File: src/rtl/if_fetch_stage.sv
// Instruction-fetch stage: owns the PC, runs a req/ack fetch to instruction
// memory, latches the returned word and presents it with imm16/ext_op for the
// immediate extender. Handles downstream stall and control-flow redirect.
// Optional feature macro: IF_ALIGN_FAULT_EN (sticky misaligned-redirect fault).
`ifndef EXT_ZERO
`define EXT_ZERO    2'b00
`endif
`ifndef EXT_SIGNED
`define EXT_SIGNED  2'b01
`endif
`ifndef EXT_HIGHPOS
`define EXT_HIGHPOS 2'b10
`endif

module if_fetch_stage #(
    parameter logic [31:0] RESET_PC = 32'h0000_3000
) (
    input  logic        clk,
    input  logic        rst_n,
    output logic        imem_req,
    output logic [31:0] imem_addr,
    input  logic        imem_ack,
    input  logic [31:0] imem_rdata,
    input  logic        stall,
    input  logic        redirect,
    input  logic [31:0] redirect_pc,
    output logic [31:0] instr,
    output logic        instr_valid,
    output logic [31:0] pc_out,
    output logic [15:0] imm16,
    output logic [1:0]  ext_op,
    output logic        fetch_fault
);

    localparam logic [1:0] S_IDLE  = 2'd0;
    localparam logic [1:0] S_FETCH = 2'd1;
    localparam logic [1:0] S_HOLD  = 2'd2;
    localparam logic [1:0] S_DRAIN = 2'd3;

    logic [1:0]  state_q, state_d;
    logic [31:0] pc_q, pc_d;
    logic [31:0] pend_pc_q, pend_pc_d;
    logic [31:0] instr_q, instr_d;
    logic [31:0] pc_out_q, pc_out_d;
    logic        instr_valid_q, instr_valid_d;
    logic [31:0] tgt;

    // Redirect targets are forced to word alignment.
    assign tgt = {redirect_pc[31:2], 2'b00};

    // Fetch control: next PC, pending redirect target and latched instruction.
    always_comb begin
        state_d       = state_q;
        pc_d          = pc_q;
        pend_pc_d     = pend_pc_q;
        instr_d       = instr_q;
        pc_out_d      = pc_out_q;
        instr_valid_d = instr_valid_q;
        case (state_q)
            S_IDLE: begin
                state_d = S_FETCH;
            end
            S_FETCH: begin
                if (imem_ack) begin
                    if (redirect) begin
                        // Returned word belongs to the wrong path; refetch at target.
                        pc_d = tgt;
                    end else begin
                        instr_d       = imem_rdata;
                        pc_out_d      = pc_q;
                        pc_d          = pc_q + 32'd4;
                        instr_valid_d = 1'b1;
                        state_d       = S_HOLD;
                    end
                end else if (redirect) begin
                    // Request is outstanding and addr must stay stable: park the target.
                    pend_pc_d = tgt;
                    state_d   = S_DRAIN;
                end
            end
            S_HOLD: begin
                if (redirect) begin
                    instr_valid_d = 1'b0;
                    pc_d          = tgt;
                    state_d       = S_FETCH;
                end else if (!stall) begin
                    instr_valid_d = 1'b0;
                    state_d       = S_FETCH;
                end
            end
            S_DRAIN: begin
                if (imem_ack) begin
                    // Stale word is discarded; the most recent redirect wins.
                    pc_d    = redirect ? tgt : pend_pc_q;
                    state_d = S_FETCH;
                end else if (redirect) begin
                    pend_pc_d = tgt;
                end
            end
            default: begin
                state_d = S_IDLE;
            end
        endcase
    end

    // State and datapath registers with asynchronous reset.
    always_ff @(posedge clk or negedge rst_n) begin
        if (!rst_n) begin
            state_q       <= S_IDLE;
            pc_q          <= RESET_PC;
            pend_pc_q     <= RESET_PC;
            instr_q       <= 32'd0;
            pc_out_q      <= RESET_PC;
            instr_valid_q <= 1'b0;
        end else begin
            state_q       <= state_d;
            pc_q          <= pc_d;
            pend_pc_q     <= pend_pc_d;
            instr_q       <= instr_d;
            pc_out_q      <= pc_out_d;
            instr_valid_q <= instr_valid_d;
        end
    end

`ifdef IF_ALIGN_FAULT_EN
    logic fault_q, fault_d;

    // Any accepted redirect with nonzero low bits latches a sticky fault.
    always_comb begin
        fault_d = fault_q;
        if (redirect && (state_q != S_IDLE) && (redirect_pc[1:0] != 2'b00)) begin
            fault_d = 1'b1;
        end
    end

    // Sticky fault flag, cleared only by reset.
    always_ff @(posedge clk or negedge rst_n) begin
        if (!rst_n) begin
            fault_q <= 1'b0;
        end else begin
            fault_q <= fault_d;
        end
    end

    assign fetch_fault = fault_q;
`else
    // Low address bits are silently dropped in this build.
    logic unused_redirect_lsbs;
    assign unused_redirect_lsbs = ^redirect_pc[1:0];
    assign fetch_fault = 1'b0;
`endif

    assign imem_req    = (state_q == S_FETCH) || (state_q == S_DRAIN);
    assign imem_addr   = pc_q;
    assign instr       = instr_q;
    assign instr_valid = instr_valid_q;
    assign pc_out      = pc_out_q;
    assign imm16       = instr_q[15:0];

    // Extender control decoded from the opcode field.
    always_comb begin
        ext_op = `EXT_SIGNED;
        case (instr_q[31:26])
            6'h0C, 6'h0D, 6'h0E: ext_op = `EXT_ZERO;
            6'h0F:               ext_op = `EXT_HIGHPOS;
            default:             ext_op = `EXT_SIGNED;
        endcase
    end

endmodule

File: config.mk
export PLATFORM = sky130hd
export DESIGN_NAME = if_fetch_stage
export DESIGN_NICKNAME = d
export VERILOG_FILES = /design/src/rtl/if_fetch_stage.sv
export SDC_FILE = /design/constraint.sdc
export NUM_CORES = 1
export LEC_CHECK = 0
export BUFFER_PORTS_ARGS = -buffer_cell sky130_fd_sc_hd__clkbuf_2
export CORE_ASPECT_RATIO = 1.2
export CORE_MARGIN = 5
export CORE_UTILIZATION = 55
export DETAILED_ROUTE_END_ITERATION = 10
export PLACE_DENSITY = 0.84
export SYNTH_ARGS = -nofsm -noshare
export SYNTH_HDL_FRONTEND = slang
export SYNTH_SLANG_ARGS = --single-unit
File: constraint.sdc
create_clock -name clk -period 5.6 [get_ports clk]
set_input_delay 0.28 -clock clk [delete_from_list [all_inputs] [get_ports clk]]
set_output_delay 0.28 -clock clk [all_outputs]
set_load 0.005 [all_outputs]
==> impl_metrics.yaml <==
logic_synthesis:
  ys_seq_area_share_pct: 51.3
  ys_types: 61
  synth_fp_nets: 664
  yosysTopAreaCell: "dfrtp_1"
  ys.flop_type: "dfrtp_1"
  synthArstFlopShare_pct: 100
  synthTopCellsByArea: "dfrtp_1 (49%), mux2_2 (14%), o21ai_0 (3.4%), buf_4 (2.9%), a21oi_1 (2.9%)"
  synth_edf_count: 0
  synth_top_area_share_pct: 48.8
  synth.avg_cell_area_um2: 10.8
  ys_seq_elements: 131
  post_synth_inst_count: 594
  synth_area_um2: 6410
  yosysWarnings: 0
global_routing:
  grt_antenna_before_repair: 0
  grt.total_usage_pct: 24.9
  grt-ovfl-total: 0
  grt_pass1_vias: 5346
  grt_max_degree: 82
  grt_pass1_wl_um: 27100
die:
  start_util_pct: 55.7
  dieArea_um2: 13900
  die_x_um: 109
  ios: 186
  rows: 43
  die_h_um: 128
  core-area_um2: 11500
detailed_routing:
  vias: 5365
  ant_nets: 0
  wl_per_cell_um: 18.7
  dr.pass1.iters: 6
  drt_iter0_drc: 525
  routed_wl_um: 17000
  drc_errors: 0
  avgViaCountPerCell: 5.90
timing:
  drv_slew: 0
  tns_ns: 0
  fin_skew_ns: 0.00722
  max_freq_mhz: 346
  worst_pin_slew_ns: 1.03
  setup_viol: 0
  finalCriticalPeriod_ns: 2.89
  rsz0062_at_grt: "false"
  finalCritPeriodShare_pct: 51.6
  relSlewSlack_pct: 29.1
  hold_violations: 0
pwr:
  vdd_drop_max_mv: 0.214
  p_leak_nw: 3.62
  power_density_nw_per_um2: 421
finish:
  drive_gt1_share_pct: 42.2
  final_cells: 910
  fill_cells: 904
  area.sequential_um2: 3290
  area_delta_synth_final_pct: 21.1
  nNetsFinal: 810
  multi_input_area_um2: 2700
  antenna_cells: 0
worst_setup_path:
  crit_slowest_cell: "dfrtp_1"
  cpMostUsedCell: "nand2_1"
  path_cells: "nand2_1 > nor2_1 > nand2_1 > o21ai_0"
  cp_top_family: "simple AND/OR/NAND/NOR gates"
  cp.required_ns: 5.91
  crit_path_end_kind: "flip-flop"
  worst-setup-path-type: "reg2reg"
  worst-r2r-cell-count: 4
  cp.depth: 4
  critPathLaunchType: "flip-flop"
  path_buf_inv: 0
  max_stage_delay_ns: 0.84
  path_max_fanout: 23
  critPathArrivalTime_ns: 3.20
clock_tree:
  numCtsBuffers: 17
  clk_pin_slew_ns: 0.06
  cts_buffer_depth: 2
  clkLatencyLatePin_ns: 0.42
  clockRootBuffer: "clkbuf_16"
  cts_tree: "done"
  h-tree-depth: 4
  clock-sinks: 131
  ctsResizeCount: 0
placement:
  dp.cells: 877
  dp_hpwl_um: 11900
  portBuffers: 182
  place.gp.congestion: 0.872
job:
  cap_violations: 0
outcome:
  outcome: "finished clean"
hold_path:
  hp-class: "in2reg"
  hold_depth: 2
-- state kept, by name, indices dropped and copies added, names as in the netlist --
name	cells
pc_out	32
pend_pc_q	32
state_q	2
instr	32
imem_addr	32
instr_valid	1
-- stage by stage --
step                      power, mW  instance area, µm²  worst slack [ns]  hold slack (ns)  utilization [%]
final                          3.27                7760              2.71           0.0912             67.4
after global routing           3.45                7760              2.50           0.0907             67.4
after CTS                      3.29                7760              2.78           0.0857             67.4
after detailed placement       2.27                7210              2.76            0.247             62.6
after global placement         2.23                7210              2.89            0.237             62.6
after floorplan                1.88                6410              3.75          -0.0156                -
-- final cells by class --
type                       instances  share of cell area (%)
sequential                       131                    42.3
clock buffer                      21                    5.80
timing repair buffer             189                    12.5
clock inverter                    11                    1.13
multi-input combinational        383                    34.8
inverter                          18                   0.871
tap                              157                    2.53
-- worst paths after layout --
check | to | startpoint | slack, ns
worst min-delay path | instr[23] | imem_rdata[23] | 0.09
min in group asynchronous | instr[29] | rst_n | 0.36
max in group asynchronous | imem_addr[1] | rst_n | 3.86
worst min register to register | pc_out[21] | pc_out[21] | 0.48
worst max register to register | pc_out[1] | state_q[0] | 2.71
worst max-delay path | pc_out[1] | state_q[0] | 2.71
-- report_power, final --
group	internal [mW]	total [mW]	leakage, nW	switching, mW
clock	0.614	1.01	0.262	0.394
combinational	0.425	0.810	1.80	0.385
sequential	1.22	1.45	1.56	0.232
-- cell usage after synthesis, drive strengths merged (3+ instances only) --
master   count
a221oi       6
and3         7
nand3       14
nor3         9
a31oi        9
o21ai       44
nor2        36
or2          3
dfstp        6
a211oi      14
nor4         4
a2bb2oi      4
dfrtp      125
nand4        8
inv         18
o221a        3
o31ai        3
buf         42
and2         7
mux2        80
a21o         3
a21oi       37
o22ai        3
and4         4
a22o         8
clkbuf      20
nand2       40
a22oi        4
o21a         3
a311oi       3
-- cell families (layout without fill, tap and decap cells) --
family	Yosys count	count (layout)	share of synthesized area, %
fa+ha+maj	1	1	0.195
flops	131	131	51.3
xor+xnor	3	3	0.410
mux	81	81	14.2
buf+inv	80	239	6.77
compound gates	158	158	16.0
other cells	1	1	0.0585
simple gates	139	139	11.1
-- what timing repair did --
action	4_1_cts	5_1_grt
hold buffers	1	0
endpoints found under the hold margin	48	0
setup buffers	0	0
endpoints found under the setup margin	0	0
-- layer usage --
metal | routed length [µm] | share of wire (%) | global-route usage [%]
met4 | 565 | 3.3 | 12.3
met3 | 1460 | 8.5 | 5.84
met1 | 6550 | 38 | 30.5
met5 | 0 | 0 | 0
met2 | 8460 | 50 | 41.2
-- cells in the final DEF (no fill, tap or decap), types with 3 or more instances in the layout --
master      netlist  routed
clkinvlp_4        0       3
and2_1            7       7
nand2_1          40      40
a22oi_1           4       4
clkbuf_1         18       3
dfstp_2           6       6
o21a_1            3       3
clkinv_2          0       7
a21o_1            3       3
a311oi_1          3       3
nand3_1          13      13
a21oi_1          37      37
buf_4            25       6
nand4_1           7       7
o31ai_1           3       3
a211oi_1         14      14
nor4_1            3       3
clkbuf_16         0      17
nor3_1            8       8
a22o_1            8       8
mux2_2           80      80
nor2_1           36      35
dfrtp_1         125     125
a31oi_1           9       9
a2bb2oi_1         4       4
o22ai_1           3       3
and3_1            7       7
clkbuf_2          1     181
or2_2             3       3
o21ai_0          44      44
inv_1            18      18
and4_2            3       3
a221oi_1          6       6
No activity file was read; power rests on OpenSTA's default activity.
